<file path="src/rtl/router_pkg.sv">
// Shared router definitions: field widths, the packet header layout and the transmit FSM states.
// The receive side imports the same package, so header layout changes land in one place.
package router_pkg;

    localparam int ADDR_W    = 2;
    localparam int LEN_W     = 6;
    localparam int NUM_PORTS = 3;
    localparam int MAX_LEN   = 63;

    typedef struct packed {
        logic [LEN_W-1:0]  len;
        logic [ADDR_W-1:0] addr;
    } hdr_t;

    typedef enum logic [2:0] {
        ST_IDLE,
        ST_LOAD,
        ST_HEADER,
        ST_PAYLOAD,
        ST_PARITY,
        ST_GAP
    } tx_state_e;

endpackage

</file>
<file path="src/rtl/tx_pkt_buffer.sv">
// Synchronous FIFO that holds one packet payload so it can be sent without bubbles.
// A pop loads the head byte into rd_data on the same edge; DEPTH must be a power of two.
module tx_pkt_buffer #(
    parameter int DATA_W = 8,
    parameter int DEPTH  = 64
) (
    input  logic                   clk,
    input  logic                   rst,
    input  logic                   wr_en,
    input  logic [DATA_W-1:0]      wr_data,
    input  logic                   rd_en,
    output logic [DATA_W-1:0]      rd_data,
    output logic [$clog2(DEPTH):0] count
);

    localparam int AW = $clog2(DEPTH);
    localparam int CW = AW + 1;

    logic [DATA_W-1:0] mem [DEPTH];
    logic [AW-1:0]     wr_ptr;
    logic [AW-1:0]     rd_ptr;
    logic              do_wr;
    logic              do_rd;

    assign do_wr = wr_en && (count != CW'(DEPTH));
    assign do_rd = rd_en && (count != '0);

    always_ff @(posedge clk) begin
        if (do_wr) begin
            mem[wr_ptr] <= wr_data;
        end
    end

    // Overflowing writes and underflowing reads are dropped rather than corrupting the pointers.
    always_ff @(posedge clk or posedge rst) begin
        if (rst) begin
            wr_ptr  <= '0;
            rd_ptr  <= '0;
            count   <= '0;
            rd_data <= '0;
        end else begin
            if (do_wr) begin
                wr_ptr <= wr_ptr + AW'(1);
            end
            if (do_rd) begin
                rd_data <= mem[rd_ptr];
                rd_ptr  <= rd_ptr + AW'(1);
            end
            count <= count + CW'(do_wr) - CW'(do_rd);
        end
    end

endmodule

</file>
<file path="src/rtl/router_pkt_tx.sv">
// Store-and-forward packet transmitter feeding the router input port: header, payload, parity.
// The payload is fully buffered first because a low pkt_valid is how the router sees end-of-payload.
module router_pkt_tx
    import router_pkg::*;
#(
    parameter int DATA_W  = 8,
    parameter int MAX_LEN = 63,
    parameter int GAP_CYC = 2
) (
    input  logic              clk,
    input  logic              rst,
    input  logic              req_valid,
    output logic              req_ready,
    input  logic [ADDR_W-1:0] req_addr,
    input  logic [LEN_W-1:0]  req_len,
    input  logic              pl_valid,
    output logic              pl_ready,
    input  logic [DATA_W-1:0] pl_data,
    input  logic              busy,
    output logic              pkt_valid,
    output logic [DATA_W-1:0] data_out,
    output logic              tx_done,
    output logic              req_err
);

    localparam int BUF_DEPTH = MAX_LEN + 1;
    localparam int CNT_W     = $clog2(BUF_DEPTH) + 1;
    localparam int GAP_W     = (GAP_CYC > 1) ? $clog2(GAP_CYC) : 1;

    tx_state_e         state_q, state_d;
    hdr_t              hdr_q, hdr_d;
    logic [LEN_W-1:0]  cnt_q, cnt_d;
    logic [GAP_W-1:0]  gap_q, gap_d;
    logic [DATA_W-1:0] parity_q, parity_d;
    logic              err_d;
    logic              done_d;
    logic              wr_en;
    logic              rd_en;
    logic              last_byte;
    logic [DATA_W-1:0] buf_data;
    logic [CNT_W-1:0]  buf_count;

    tx_pkt_buffer #(
        .DATA_W (DATA_W),
        .DEPTH  (BUF_DEPTH)
    ) u_buffer (
        .clk     (clk),
        .rst     (rst),
        .wr_en   (wr_en),
        .wr_data (pl_data),
        .rd_en   (rd_en),
        .rd_data (buf_data),
        .count   (buf_count)
    );

    assign last_byte = (cnt_q == hdr_q.len - LEN_W'(1));

    always_ff @(posedge clk or posedge rst) begin
        if (rst) begin
            state_q  <= ST_IDLE;
            hdr_q    <= '0;
            cnt_q    <= '0;
            gap_q    <= '0;
            parity_q <= '0;
            tx_done  <= 1'b0;
            req_err  <= 1'b0;
        end else begin
            state_q  <= state_d;
            hdr_q    <= hdr_d;
            cnt_q    <= cnt_d;
            gap_q    <= gap_d;
            parity_q <= parity_d;
            tx_done  <= done_d;
            req_err  <= err_d;
        end
    end

    // A busy cycle leaves every register untouched, which is what keeps the wire bit-stable.
    always_comb begin
        state_d  = state_q;
        hdr_d    = hdr_q;
        cnt_d    = cnt_q;
        gap_d    = gap_q;
        parity_d = parity_q;
        err_d    = 1'b0;
        done_d   = 1'b0;
        wr_en    = 1'b0;
        rd_en    = 1'b0;

        case (state_q)
            ST_IDLE: begin
                if (req_valid) begin
                    if (req_addr == ADDR_W'(NUM_PORTS) || req_len == '0) begin
                        err_d = 1'b1;
                    end else begin
                        hdr_d   = '{len: req_len, addr: req_addr};
                        cnt_d   = '0;
                        state_d = ST_LOAD;
                    end
                end
            end
            ST_LOAD: begin
                if (pl_valid) begin
                    wr_en = 1'b1;
                    if (last_byte) begin
                        cnt_d   = '0;
                        state_d = ST_HEADER;
                    end else begin
                        cnt_d = cnt_q + LEN_W'(1);
                    end
                end
            end
            ST_HEADER: begin
                parity_d = DATA_W'(hdr_q);
                if (!busy) begin
                    rd_en   = (buf_count != '0);
                    state_d = ST_PAYLOAD;
                end
            end
            ST_PAYLOAD: begin
                if (!busy) begin
                    parity_d = parity_q ^ buf_data;
                    if (last_byte) begin
                        cnt_d   = '0;
                        state_d = ST_PARITY;
                    end else begin
                        cnt_d = cnt_q + LEN_W'(1);
                        rd_en = (buf_count != '0);
                    end
                end
            end
            ST_PARITY: begin
                if (!busy) begin
                    done_d  = 1'b1;
                    gap_d   = '0;
                    state_d = ST_GAP;
                end
            end
            ST_GAP: begin
                if (gap_q == GAP_W'(GAP_CYC - 1)) begin
                    state_d = ST_IDLE;
                end else begin
                    gap_d = gap_q + GAP_W'(1);
                end
            end
            default: begin
                state_d = ST_IDLE;
            end
        endcase
    end

    // Wire outputs select between registers by state, so they move only on transfers or state changes.
    always_comb begin
        req_ready = (state_q == ST_IDLE);
        pl_ready  = (state_q == ST_LOAD);
        pkt_valid = (state_q == ST_HEADER) || (state_q == ST_PAYLOAD);
        data_out  = '0;
        case (state_q)
            ST_HEADER:  data_out = DATA_W'(hdr_q);
            ST_PAYLOAD: data_out = buf_data;
            ST_PARITY:  data_out = parity_q;
            default:    data_out = '0;
        endcase
    end

endmodule

</file>
<file path="config.mk">
export PLATFORM = sky130hd
export DESIGN_NAME = router_pkt_tx
export DESIGN_NICKNAME = d
export VERILOG_FILES = /design/src/rtl/router_pkg.sv /design/src/rtl/tx_pkt_buffer.sv /design/src/rtl/router_pkt_tx.sv
export SDC_FILE = /design/constraint.sdc
export NUM_CORES = 1
export LEC_CHECK = 0
export ABC_AREA = 1
export BUFFER_PORTS_ARGS = -buffer_cell sky130_fd_sc_hd__buf_2
export CAP_MARGIN = 20
export CORE_MARGIN = 4
export CORE_UTILIZATION = 25
export CTS_CLUSTER_DIAMETER = 60
export DETAILED_ROUTE_END_ITERATION = 7
export PLACE_DENSITY_LB_ADDON = 0.2
export SLEW_MARGIN = 25
export SYNTH_ARGS = -nofsm -noshare
export SYNTH_HDL_FRONTEND = slang
export SYNTH_HIERARCHICAL = 1
export SYNTH_SLANG_ARGS = --single-unit
export TNS_END_PERCENT = 100
</file>
<file path="constraint.sdc">
create_clock -name clk -period 4.2 [get_ports clk]
set_input_delay 0.21 -clock clk [delete_from_list [all_inputs] [get_ports clk]]
set_output_delay 0.21 -clock clk [all_outputs]
set_load 0.01 [all_outputs]
</file>
==> results.tsv <==
stage	metric	value	unit
global_route	grt_pass1_vias	17286	
floorplan	dieArea	104000	um2
cts	cts.repair.resized	0	
synthesis	synth_warnings	6	
setup_path	startpoint_type	register	
detailed_routing	wire_per_inst	18.7	um
synthesis	syn_nets	2406	
global_route	grt_max_degree	203	
setup_path	critPathLaunch	hdr_q[2]	
timing	rsz0062_at_grt	no	
synthesis	seq_area_frac_synth	67.8	%
cts	post-cts-setup-buffers	0	
run	maxCapViolations	0	
pwr	p_leak	11.5	nW
placement	io_buffers	33	
pwr	swShare	38.0	%
setup_path	path_max_fanout	8	
timing	tightest_slew	0.978	ns
final_layout	fill_cells	10161	
cts	cts_max_path_buffers	3	
synthesis	yosysUniqueCellTypes	38	
setup_path	path_class	register to register	
setup_path	cp.arrival	4.22	ns
floorplan	row_count	115	
timing	maxSlewViolCount	0	
pwr	intPower	0.0118	W
timing	finalCritPeriodShare	89.2	%
setup_path	crit_required	4.67	ns
final_layout	drive_gt1_share	10.2	%
cts	htreeDepth	3	
global_route	grt.met2_usage	22.7	%
pwr	power.total	0.0190	W
detailed_routing	drc_errors	0	
timing	final.setup.tns	0	ns
global_route	use_met1	18.5	%
pwr	pwr_density_cell	653	nW/um2
global_route	use_met3	1.96	%
detailed_routing	antenna_left	0	
synthesis	synthFlopType	edfxtp_1	
global_route	top_usage_layer	met2	
timing	maxSlewHeadroom	34.8	%
setup_path	r2r_end	u_buffer/count[6]	
cts	clkTransAtPathRegs	0.06	ns
final_layout	n_antenna_cell	0	
timing	whs	0.0488	ns
global_route	grtUsageTotal	13.7	%
detailed_routing	drt_iter0_drc	1504	
placement	gp_congestion	0.841	
cts	cts_buffers	71	
detailed_routing	wirelength	71400	um
pwr	p_seq_share	35.4	%
pwr	power.share.clock	31.1	%
setup_path	rr_startpoint	hdr_q[2]	
setup_path	end_kind	register	
timing	fmaxAchievable	267	MHz
timing	final.min_clock_period	3.75	ns
worst_hold_path	hp-class	input port to register	
pwr	switchingPower	0.00721	W
setup_path	crit_path_end	u_buffer/count[6]	
detailed_routing	num_vias	17038	
run_status	status	finished, final reports clean	
cts	tritoncts	yes	
floorplan	die_height	322	um
timing	hold_violations	0	
global_route	antenna_found_initial	1	
floorplan	core	98300	um2
synthesis	synth_area_per_cell	10.4	um2
timing	finalSetupViolCount	0	
pwr	peakVddDrop	590	uV
timing	skew	0.0338	ns
synthesis	synth_async_sr_flop_share	9.70	%
synthesis	syn-cell-area	24700	um2
setup_path	rr_worst_depth	23	
setup_path	r2r_setup_slack	0.45	ns
cts	cts-root-buf	clkbuf_16	
placement	place_hpwl	44100	um
final_layout	final_util	29.6	%
floorplan	boundaryPins	34	
synthesis	syn_inst	2371	
global_route	grt_pass1_wl	108000	um
cts	insertion_delay	0.61	ns
final_layout	fin_nets	2511	
floorplan	initial_core_util	25.1	%
final_layout	area_growth	17.8	%
pwr	comb_power_share	33.5	%
synthesis	ys_ff_latch	567	
cts	cts_sinks	567	
floorplan	die_w	322	um
synthesis	synth_edf_count	512	
detailed_routing	vias_per_cell	4.47	
global_route	grt_overflow_total	0	
detailed_routing	firstDrtPassIters	5	
-- per-stage QoR --
| stage | instances | setup WS, ns | cell area [um2] |
|---|---|---|---|
| floorplan | 2371 | 0.848 | 24700 |
| global placement | 3677 | 0.552 | 26700 |
| detailed placement | 3677 | 0.537 | 26700 |
| CTS | 3814 | 0.494 | 29100 |
| global route | 3814 | 0.117 | 29100 |
| finish | 3814 | 0.453 | 29100 |
-- state kept, by name (all words and copies together) (netlist names) --
register          flops
tx_done               1
gap_q                 1
u_buffer/rd_ptr       6
u_buffer/wr_ptr       6
u_buffer/mem        512
parity_q              8
u_buffer/rd_data      8
state_q               3
u_buffer/count        7
hdr_q                 8
req_err               1
cnt_q                 6
-- cells in the mapped netlist, drive strengths merged, types with 3 or more instances --
cell type / instances / area, um2
nand4: 7 / 43.8
clkbuf: 20 / 75.1
o221ai: 8 / 70.1
a21oi: 38 / 190
nor3: 10 / 50.1
inv: 226 / 851
nand2: 807 / 3060
a22oi: 8 / 60.1
dfrtp: 55 / 1380
clkinv: 3 / 12.5
o22ai: 8 / 50.1
nor2: 172 / 682
xnor2: 3 / 26.3
xor2: 15 / 131
o21ai: 42 / 210
edfxtp: 512 / 15400
o211ai: 24 / 180
nand3: 303 / 1520
ha: 13 / 163
buf: 92 / 518
-- repair_timing --
item,in CTS,in global routing
setup endpoints to repair,0,0
hold endpoints to repair,79,0
hold buffers,13,0
-- layout by cell type, fill, tap and decap left out, types with 2 or more instances in the layout --
cell type,instances
o22ai_1,8
clkinv_4,3
a21oi_1,38
xnor2_1,3
bufinv_16,5
nor2_1,167
o221ai_1,8
inv_6,7
nand4_1,7
inv_2,7
inv_1,217
edfxtp_1,512
o21ai_0,40
xor2_1,15
dlygate4sd3_1,13
o21ai_1,2
clkbuf_16,74
inv_4,2
o211ai_1,24
dfrtp_1,53
dfrtp_4,2
nand3_1,302
nand2_2,4
ha_1,13
nor2_2,2
buf_2,33
clkinv_1,12
nor2_4,2
buf_12,7
nand2_4,3
a22oi_1,8
buf_4,91
nand2_1,800
clkinv_2,11
nor3_1,10
clkbuf_1,13
-- power by group through the flow --
stage / registers, W / clock network (W) / logic, W
after floorplan: 0.00671 / 0 / 0.00445
after global placement: 0.00684 / 0 / 0.00635
after detailed placement: 0.00685 / 0 / 0.00638
after CTS: 0.00674 / 0.00609 / 0.00641
after global routing: 0.00678 / 0.00635 / 0.00711
final: 0.00674 / 0.00590 / 0.00636
-- metal layers --
layer	part of all wire, %	vias to the layer above	wire [um]
li1	-	8131	-
met1	45	8388	32200
met5	0.028	-	20
met4	2.4	2	1720
met3	5.0	105	3550
met2	47	412	33900
-- worst min-delay path by stage --
stage	startpoint	end	slack, ns	cells past startpoint
2_1_floorplan	rst	u_buffer/count[0]	0.26	1
3_3_place_gp	rst	u_buffer/count[5]	0.11	2
3_5_place_dp	rst	u_buffer/count[5]	0.11	2
4_1_cts	pl_data[4]	u_buffer/mem[27][4]	0.03	1
5_1_grt	pl_data[4]	u_buffer/mem[27][4]	0.05	1
6_report	pl_data[4]	u_buffer/mem[3][4]	0.05	1
-- final cells by class --
class / instances / area [um2] / share of cell area, %
flip-flops and latches: 567 / 16800 / 57.6
multi-input cells: 1463 / 6500 / 22.3
clock buffers: 87 / 1900 / 6.53
well taps: 1287 / 1610 / 5.53
repair buffers: 144 / 1120 / 3.84
inverters: 229 / 871 / 2.99
clock inverters: 37 / 348 / 1.19
-- kinds of logic after synthesis --
family          synth area share, %
compound gates                 3.11
xor+xnor                      0.638
fa+ha+maj                     0.739
buf+inv                        5.89
flops                          67.8
simple gates                   21.8
-- worst max-delay path, cell delays in order, from the launching register on --
cell and delay, ns:
dfrtp_1 0.40, inv_1 0.17, ha_1 0.24, inv_1 0.07, nand2_1 0.07, nand3_1 0.08
nand2_1 0.07, nand2_1 0.05, nor2_1 0.11, nand3_1 0.24, nor2_1 0.21, nor3_1 0.07
nand2_1 0.09, inv_1 0.06, ha_1 0.27, inv_1 0.06, ha_1 0.15, inv_1 0.06
fa_1 0.43, o21ai_0 0.32, a21oi_1 0.12, nor2_1 0.10, nor2_1 0.05, xor2_1 0.14
No activity file was read; power rests on OpenSTA's default activity.
